===== src/rtl/uart_tx_fifo.sv =====
// uart_tx_fifo: buffered UART transmitter fed by the MMIO byte-write strobe.
// Bytes are queued in a FIFO and sent LSB first, framed 8N1. When the
// UART_TX_PARITY_EN macro is defined, an even-parity bit is added and the
// frame becomes 8E1. Every bit lasts BAUD_DIV clock cycles.
//
// Ports:
//   clk         system clock
//   rst         synchronous reset, active-high
//   tx_en       one-cycle write strobe; tx_data is sampled while it is high
//   tx_data     byte to enqueue
//   clr_ovf     one-cycle pulse that clears overflow
//   tx          serial line, registered, idles high
//   tx_busy     high while a frame is in flight or the FIFO is non-empty
//   fifo_full   FIFO holds FIFO_DEPTH entries
//   fifo_empty  FIFO holds 0 entries
//   fifo_level  current entry count, 0..FIFO_DEPTH
//   overflow    sticky flag: a write was dropped because the FIFO was full
module uart_tx_fifo #(
    parameter int unsigned BAUD_DIV   = 868,
    parameter int unsigned FIFO_DEPTH = 16,
    parameter int unsigned LEVEL_W    = 5
) (
    input  logic               clk,
    input  logic               rst,
    input  logic               tx_en,
    input  logic [7:0]         tx_data,
    input  logic               clr_ovf,
    output logic               tx,
    output logic               tx_busy,
    output logic               fifo_full,
    output logic               fifo_empty,
    output logic [LEVEL_W-1:0] fifo_level,
    output logic               overflow
);

    localparam int unsigned PTR_W = (FIFO_DEPTH > 1) ? $clog2(FIFO_DEPTH) : 1;
    localparam int unsigned CNT_W = 16;
    localparam logic [CNT_W-1:0] RELOAD = CNT_W'(BAUD_DIV - 1);

`ifdef UART_TX_PARITY_EN
    localparam int unsigned STATE_W = 3;
    localparam logic [STATE_W-1:0] PARITY = STATE_W'(4);
`else
    localparam int unsigned STATE_W = 2;
`endif
    localparam logic [STATE_W-1:0] IDLE  = STATE_W'(0);
    localparam logic [STATE_W-1:0] START = STATE_W'(1);
    localparam logic [STATE_W-1:0] DATA  = STATE_W'(2);
    localparam logic [STATE_W-1:0] STOP  = STATE_W'(3);

    logic [7:0]         mem [FIFO_DEPTH];
    logic [PTR_W-1:0]   wr_ptr_q;
    logic [PTR_W-1:0]   rd_ptr_q;

    logic [STATE_W-1:0] state_q, state_d;
    logic [CNT_W-1:0]   cnt_q, cnt_d;
    logic [2:0]         bit_q, bit_d;
    logic [7:0]         shift_q, shift_d;
    logic               par_q, par_d;
    logic               pop;
    logic               push;
    logic               bit_end;
    logic               tx_d;
    logic [LEVEL_W-1:0] level_d;
    logic               ovf_d;

    // Fullness is judged on the registered count; a same-cycle pop never makes room.
    assign push    = tx_en && !fifo_full;
    assign bit_end = (cnt_q == '0);

    // Next-state, baud counter, shifter and FIFO bookkeeping.
    always_comb begin
        state_d = state_q;
        cnt_d   = bit_end ? cnt_q : cnt_q - CNT_W'(1);
        bit_d   = bit_q;
        shift_d = shift_q;
        par_d   = par_q;
        pop     = 1'b0;

        case (state_q)
            IDLE: begin
                cnt_d = '0;
                if (!fifo_empty) begin
                    pop     = 1'b1;
                    state_d = START;
                    cnt_d   = RELOAD;
                end
            end
            START: begin
                if (bit_end) begin
                    state_d = DATA;
                    bit_d   = 3'd0;
                    cnt_d   = RELOAD;
                end
            end
            DATA: begin
                if (bit_end) begin
                    cnt_d   = RELOAD;
                    shift_d = {1'b0, shift_q[7:1]};
                    if (bit_q == 3'd7) begin
`ifdef UART_TX_PARITY_EN
                        state_d = PARITY;
`else
                        state_d = STOP;
`endif
                    end else begin
                        bit_d = bit_q + 3'd1;
                    end
                end
            end
`ifdef UART_TX_PARITY_EN
            PARITY: begin
                if (bit_end) begin
                    state_d = STOP;
                    cnt_d   = RELOAD;
                end
            end
`endif
            STOP: begin
                if (bit_end) begin
                    // Chain straight into the next start bit when data is waiting.
                    if (!fifo_empty) begin
                        pop     = 1'b1;
                        state_d = START;
                        cnt_d   = RELOAD;
                    end else begin
                        state_d = IDLE;
                        cnt_d   = '0;
                    end
                end
            end
            default: begin
                state_d = IDLE;
                cnt_d   = '0;
            end
        endcase

        if (pop) begin
            shift_d = mem[rd_ptr_q];
            par_d   = ^mem[rd_ptr_q];
        end

        // tx is driven from the next state so the pin is a clean register.
        case (state_d)
            START:   tx_d = 1'b0;
            DATA:    tx_d = shift_d[0];
`ifdef UART_TX_PARITY_EN
            PARITY:  tx_d = par_d;
`endif
            default: tx_d = 1'b1;
        endcase

        level_d = fifo_level + LEVEL_W'(push) - LEVEL_W'(pop);

        // Set wins over a same-cycle clear.
        ovf_d = overflow;
        if (clr_ovf) begin
            ovf_d = 1'b0;
        end
        if (tx_en && fifo_full) begin
            ovf_d = 1'b1;
        end
    end

    // State and status registers.
    always_ff @(posedge clk) begin
        if (rst) begin
            state_q    <= IDLE;
            cnt_q      <= '0;
            bit_q      <= 3'd0;
            shift_q    <= 8'd0;
            par_q      <= 1'b0;
            wr_ptr_q   <= '0;
            rd_ptr_q   <= '0;
            tx         <= 1'b1;
            tx_busy    <= 1'b0;
            fifo_full  <= 1'b0;
            fifo_empty <= 1'b1;
            fifo_level <= '0;
            overflow   <= 1'b0;
        end else begin
            state_q    <= state_d;
            cnt_q      <= cnt_d;
            bit_q      <= bit_d;
            shift_q    <= shift_d;
            par_q      <= par_d;
            if (push) begin
                wr_ptr_q <= wr_ptr_q + PTR_W'(1);
            end
            if (pop) begin
                rd_ptr_q <= rd_ptr_q + PTR_W'(1);
            end
            tx         <= tx_d;
            tx_busy    <= (state_d != IDLE) || (level_d != '0);
            fifo_full  <= (level_d == LEVEL_W'(FIFO_DEPTH));
            fifo_empty <= (level_d == '0);
            fifo_level <= level_d;
            overflow   <= ovf_d;
        end
    end

    // FIFO storage; contents need no reset since the pointers define validity.
    always_ff @(posedge clk) begin
        if (push) begin
            mem[wr_ptr_q] <= tx_data;
        end
    end

endmodule


===== config.mk =====
export PLATFORM = sky130hd
export DESIGN_NAME = uart_tx_fifo
export DESIGN_NICKNAME = d
export VERILOG_FILES = /design/src/rtl/uart_tx_fifo.sv
export SDC_FILE = /design/constraint.sdc
export NUM_CORES = 1
export LEC_CHECK = 0
export ABC_CLOCK_PERIOD_IN_PS = 5400
export CORE_MARGIN = 5
export CORE_UTILIZATION = 38
export CTS_BUF_LIST = sky130_fd_sc_hd__clkbuf_16
export CTS_CLUSTER_DIAMETER = 150
export CTS_CLUSTER_SIZE = 24
export DETAILED_ROUTE_END_ITERATION = 6
export GPL_TIMING_DRIVEN = 0
export PLACE_DENSITY = 0.57
export SETUP_SLACK_MARGIN = 0.15
export SLEW_MARGIN = 20
export SYNTH_ARGS = -nofsm -noshare
export SYNTH_HDL_FRONTEND = slang
export SYNTH_SLANG_ARGS = --single-unit

===== constraint.sdc =====
create_clock -name clk -period 5.4 [get_ports clk]
set_input_delay 0.81 -clock clk [delete_from_list [all_inputs] [get_ports clk]]
set_output_delay 0.81 -clock clk [all_outputs]
set_load 0.005 [all_outputs]

== Word level (Yosys, flattened, before mapping) ==
Memory sizes are Yosys's and may differ from the RTL's. A register that Yosys moved wholly into a read port is not among the register bits.
Index checks and enable logic that the tools add are counted.
Word-level totals
  register bits: 47
  bits in writable memories: 128
  input bits: 12
  output and inout bits: 10
  logic and storage cells: 74
  memories: 1
Cells by class
  add/subtract/negate cells: 6
  equality and inequality tests: 10
  mux-type cells: 28
  reduce and logical (&&, ||, !) cells: 16
Memory list
  mem: words 16, bits a word 8, read ports 1, clocked after Yosys merged registers in 1, wr ports 1, line 51  | logic [7:0] mem [FIFO_DEPTH];
Operators by type and width (count)
  $pmux W16 S3: 1
  $mux W16: 2
  $mux W8: 3
  $logic_not A16 Y1: 1
  $sub A16 B1 Y16 const B: 1
  $mux W10: 1
  $mux W2: 5
  $reduce_bool A2 Y1: 5
  $mux W3: 3
  $add A4 B1 Y4 const B: 2
  $mux W4: 2
  $pmux W2 S4: 1
  $mux W1: 7
  $eq A2 B2 Y1 const B: 3
  $ne A2 B2 Y1 const B: 3
  $pmux W3 S2: 1
  $add A5 B1 Y5: 1
  $eq A5 B5 Y1 const B: 1
  $logic_not A5 Y1: 1
  $reduce_bool A5 Y1: 1
  $sub A5 B1 Y5: 1
  $eq A2 B1 Y1 const B: 2
  $pmux W1 S2: 2
  $reduce_and A4 Y1: 1
  8 further kinds: 9

== Logic depth before layout (Yosys ltp) ==
  depth in word-level cells: 6
  depth in mapped cells: 18
  depth with buffers taken out: 15

== Worst setup path after synthesis ==
No wires, ideal clock.
  path kind: register -> register
  start: register cnt_q[0]
  end: register fifo_full
  data arrival time: 2968 ps
  data required time: 5285 ps
  path slack: 2317 ps
  cell stages (with the launch flop): 19
  buffers on the path: 3
  period minus slack after synthesis: 3083 ps
  path through: dfxtp_1 -> inv_1 -> ha_1 -> nor4b_2 -> and4_1 -> buf_4 -> a21oi_2 -> or2_1 -> buf_6 -> buf_6 -> nand2_1 -> nand2_1 -> ha_1 -> fa_1 -> a21o_1 -> a21oi_1 -> xnor2_1 -> nor2_1 -> and2_1
On the way
  cells in the longest elaborated chain, start to end: 5
Ends and longest elaborated chain
  start: declaration: line 56  | logic [CNT_W-1:0] cnt_q, cnt_d;
  start signal: assignment: line 183  | cnt_q <= cnt_d;
  $logic_not A16 Y1: line 69  | assign bit_end = (cnt_q == '0);
  $mux W1: line 120  | if (bit_end) begin
  $pmux W1 S2: line 80  | case (state_q)
  $sub A5 B1 Y5: line 153  | level_d = fifo_level + LEVEL_W'(push) - LEVEL_W'(pop);
  $eq A5 B5 Y1: line 195  | fifo_full <= (level_d == LEVEL_W'(FIFO_DEPTH));
  end signal: assignment: line 195
  end: declaration: line 30  | output logic fifo_full,
No other way between the ends.
A chain may end at the register's enable or synchronous reset.

== Final worst setup path ==
Ends and elaborated chain as after synthesis.

==> impl_results.rst <==
.. list-table::
   :header-rows: 1

   * - Metric
     - Value
   * - Clock tree from TritonCTS
     - yes
   * - Slowest cell on crit path
     - sky130_fd_sc_hd__fa_1
   * - Detailed placer's ending HPWL
     - 9850 um
   * - Total number of placement rows
     - 51
   * - All-Layer GR Usage
     - 0.138
   * - Synthesized area divided by synthesized cell count
     - 14.9 um^2
   * - Crit path required time
     - 5.72 ns
   * - Worst vdd ir
     - 0.284 mV
   * - Kind of path behind the tightest hold check
     - register to register
   * - Synth Cell Area
     - 7370 um^2
   * - Width of the die
     - 149 um
   * - Cell family contributing the most delay on the critical path
     - simple AND/OR/NAND/NOR gates
   * - Initial cell density of the core
     - 0.382
   * - Most used DFF post-synth
     - sky130_fd_sc_hd__edfxtp_1
   * - Cells traversed along the worst timing path
     - inv_1 > ha_1 > nor4b_2 > and4_1 > buf_4 > a21oi_2 > or2_1 > buf_6 > buf_6 > nand2_1 > nand2_1 > ha_1 > fa_1 > a21o_1 > a21oi_1 > xnor2_1 > nor2_1 > and2_1
   * - Startpoint type of the worst setup path
     - register
   * - Routed via count divided by cell count
     - 5.00
   * - DRC
     - 0
   * - Synth top area share
     - 0.522
   * - Top area cells in the synthesized netlist
     - sky130_fd_sc_hd__edfxtp_1, sky130_fd_sc_hd__dfxtp_1, sky130_fd_sc_hd__mux4_2
   * - Slew Limit Headroom
     - 0.347
   * - CP Data Arrival Time
     - 3.78 ns
   * - Final critical-path required period
     - 3.46 ns
   * - Syn Inst Count
     - 493
   * - Status
     - finished, final reports clean
   * - Share of flip-flops with an asynchronous set or reset after synthesis
     - 0
   * - Biggest area consumer among synthesized cells
     - sky130_fd_sc_hd__edfxtp_1
   * - Routability-driven placement congestion ratio
     - 0.738
   * - Root buffer cell
     - sky130_fd_sc_hd__clkbuf_16
   * - Clock transition time at the flip-flop clock pins of the worst setup and hold paths
     - 0.07 ns
   * - Peak Freq
     - 289 MHz
   * - Post-Route Utilization
     - 0.445
   * - Area growth, synth to finish
     - 16.4%
   * - Total of endpoints with negative setup slack in the final report
     - 0
   * - Count of buffering cells on the critical path with inverters included
     - 4
   * - Post-route clock skew
     - 0.0152 ns
   * - Number of buffers on the longest clock path
     - 2
   * - Critical setup path kind
     - register to register
   * - Final Cycle Share
     - 0.641
   * - Total Negative Setup Slacks
     - 0 ns
   * - Synthesis-stage register bit count
     - 179
   * - Max capacitance violation total
     - 0
   * - Number of global-route vias before repair
     - 4259
   * - Number of buffers created by CTS
     - 17
   * - Transition time at the pin with the least slew margin
     - 0.976 ns
   * - Antenna Cells
     - 0
   * - Pins Over Slew Limit
     - 0
   * - CP Capture Type
     - register
   * - Leakage Power
     - 0.00287 uW
   * - Number of instances resized during post-cts repair
     - 0
   * - Fin. Hold Viols
     - 0
   * - Maximum fanout encountered on the critical timing path
     - 10
   * - Total clock sinks
     - 179
   * - Detailed-router iteration count before antenna repair
     - 4
   * - Core area
     - 19300 um^2
   * - Delay of the slowest cell on the worst path
     - 0.41 ns
   * - Die Area
     - 22300 um^2
   * - Share of cells above drive strength 1
     - 0.166
   * - Pin count of the biggest net entering global routing
     - 20
   * - Antenna-violating nets left
     - 0
   * - Setup repair after global routing missed its margin
     - false
   * - Count of flip-flops with a built-in enable after synthesis
     - 128
   * - Number of nets in the finished design
     - 567
   * - Post-detailed-route wirelength per cell
     - 17.9 um
   * - Total power density per cell area
     - 492 nW/um^2
   * - Overflow left after global routing
     - 0
   * - Total chip power
     - 4220 uW
   * - Number of levels in the clock H-tree
     - 4
   * - Clock latency on the worst-skew pair
     - 0.43 ns
   * - Number of antenna violations at the first check in global routing
     - 0
   * - Yosys cell types
     - 50
   * - Sequential cell area fraction in the yosys report
     - 0.660
   * - Hold-fix buffer count after cts
     - 0
   * - Total setup buffers inserted after CTS
     - 0
   * - Syn. warnings
     - 0
   * - Via Count
     - 4072
   * - Wire length of the first global-routing pass
     - 23100 um
   * - IO buf count
     - 20
   * - Post-synthesis net count
     - 524
   * - Io pins
     - 22
   * - Number of DRC markers in iteration 0
     - 193
   * - Total length of routed wires
     - 14600 um
   * - Height of the chip
     - 149 um
-- kinds of logic (layout without fill, tap and decap cells) --
family / count (synthesis) / in the layout / share of synthesized area
DFF: 179 / 179 / 0.660
and+or+nand+nor: 138 / 138 / 0.0912
AOI/OAI and AO/OA: 58 / 58 / 0.0521
muxes: 44 / 44 / 0.116
buffers and inverters: 34 / 90 / 0.0221
xor gates and xnor gates: 21 / 21 / 0.0250
adders and majority gates: 19 / 19 / 0.0333
-- worst reg2reg max path: stages (launching register included) --
cell and delay [ns]:
sky130_fd_sc_hd__dfxtp_1 0.31, sky130_fd_sc_hd__inv_1 0.11, sky130_fd_sc_hd__ha_1 0.15, sky130_fd_sc_hd__nor4b_2 0.28, sky130_fd_sc_hd__and4_1 0.23, sky130_fd_sc_hd__buf_4 0.14
sky130_fd_sc_hd__a21oi_2 0.09, sky130_fd_sc_hd__or2_1 0.24, sky130_fd_sc_hd__buf_6 0.14, sky130_fd_sc_hd__buf_6 0.14, sky130_fd_sc_hd__nand2_1 0.06, sky130_fd_sc_hd__nand2_1 0.07
sky130_fd_sc_hd__ha_1 0.21, sky130_fd_sc_hd__fa_1 0.41, sky130_fd_sc_hd__a21o_1 0.18, sky130_fd_sc_hd__a21oi_1 0.17, sky130_fd_sc_hd__xnor2_1 0.17, sky130_fd_sc_hd__nor2_1 0.10
sky130_fd_sc_hd__and2_1 0.17
-- state kept, by name (all words and copies together) (netlist names), named ones only --
register    cells
state_q         2
rd_ptr_q        4
wr_ptr_q        4
tx_busy         1
shift_q         8
mem           128
cnt_q          16
fifo_full       1
bit_q           3
fifo_level      5
fifo_empty      1
overflow        1
tx              1
-- power by group --
group	switching [uW]	leakage [uW]	internal, uW
combinational	661	0.000990	569
clock	584	0.000310	716
sequential	88.7	0.00157	1600
-- routing by layer --
metal	vias to the layer above	track usage	routed length [um]
li1	1958	-	-
met3	6	0.0319	440
met5	-	0	0
met4	0	0.0371	94
met2	60	0.234	7330
met1	2048	0.178	6710
-- stage by stage --
| stage | std cells | setup WS, ns | hold slack [ns] | instance area (um^2) |
|---|---|---|---|---|
| final | 814 | 1.94 | 0.469 | 8580 |
| after global routing | 814 | 1.66 | 0.486 | 8580 |
| after CTS | 814 | 1.90 | 0.475 | 8580 |
| after detailed placement | 782 | 1.76 | 0.468 | 7950 |
| after global placement | 778 | 1.65 | 0.453 | 7900 |
| after floorplan | 493 | 2.32 | 0.448 | 7370 |
-- cells in the mapped netlist, types with 2 or more instances --
library cell	instances
sky130_fd_sc_hd__mux2i_1	9
sky130_fd_sc_hd__nor2b_1	10
sky130_fd_sc_hd__and4_1	2
sky130_fd_sc_hd__o21ai_0	10
sky130_fd_sc_hd__nand2b_1	4
sky130_fd_sc_hd__xnor2_1	12
sky130_fd_sc_hd__a22o_1	2
sky130_fd_sc_hd__and3_1	2
sky130_fd_sc_hd__nand2_1	22
sky130_fd_sc_hd__inv_1	11
sky130_fd_sc_hd__clkbuf_1	13
sky130_fd_sc_hd__a22oi_1	4
sky130_fd_sc_hd__buf_2	3
sky130_fd_sc_hd__ha_1	18
sky130_fd_sc_hd__nand4_1	2
sky130_fd_sc_hd__edfxtp_1	128
sky130_fd_sc_hd__nor4_1	3
sky130_fd_sc_hd__nor3_1	10
sky130_fd_sc_hd__nor2_1	61
sky130_fd_sc_hd__buf_6	2
sky130_fd_sc_hd__nand3_1	10
sky130_fd_sc_hd__a21oi_1	17
sky130_fd_sc_hd__a21o_1	3
sky130_fd_sc_hd__or3_1	3
sky130_fd_sc_hd__xor2_1	9
sky130_fd_sc_hd__mux2_2	2
sky130_fd_sc_hd__dfxtp_1	51
sky130_fd_sc_hd__a311oi_1	6
sky130_fd_sc_hd__buf_4	4
sky130_fd_sc_hd__mux4_2	33
sky130_fd_sc_hd__a211oi_1	8
-- layout make-up --
cell class / count / area (um^2)
clock buffer: 17 / 425
clock inverter: 15 / 204
inverter: 11 / 41.3
sequential: 179 / 4860
multi-input combinational: 280 / 2360
fill: 1754 / 10700
tap: 265 / 332
timing repair buffer: 24 / 230
buffer: 23 / 121
-- final timing paths --
check	cells past startpoint	slack, ns	endpoint	startpoint
max	18	1.94	fifo_full$_SDFF_PP0_	cnt_q[0]$_SDFF_PP0_
min	2	0.47	overflow$_SDFFE_PP0P_	overflow$_SDFFE_PP0P_
max reg2reg	18	1.94	fifo_full$_SDFF_PP0_	cnt_q[0]$_SDFF_PP0_
min reg2reg	2	0.47	overflow$_SDFFE_PP0P_	overflow$_SDFFE_PP0P_
-- placed cells by master (no fill, tap or decap), types with 11 or more instances in the layout --
master                            netlist  layout
sky130_fd_sc_hd__xnor2_1               12      12
sky130_fd_sc_hd__edfxtp_1             128     128
sky130_fd_sc_hd__dfxtp_1               51      51
sky130_fd_sc_hd__clkdlybuf4s50_1        0      20
sky130_fd_sc_hd__nor2_1                61      61
sky130_fd_sc_hd__inv_1                 11      11
sky130_fd_sc_hd__ha_1                  18      18
sky130_fd_sc_hd__a21oi_1               17      17
sky130_fd_sc_hd__mux4_2                33      33
sky130_fd_sc_hd__nand2_1               22      22
sky130_fd_sc_hd__clkbuf_16              0      17
sky130_fd_sc_hd__clkbuf_1              13      13
Power figures use the tool's default switching activity.
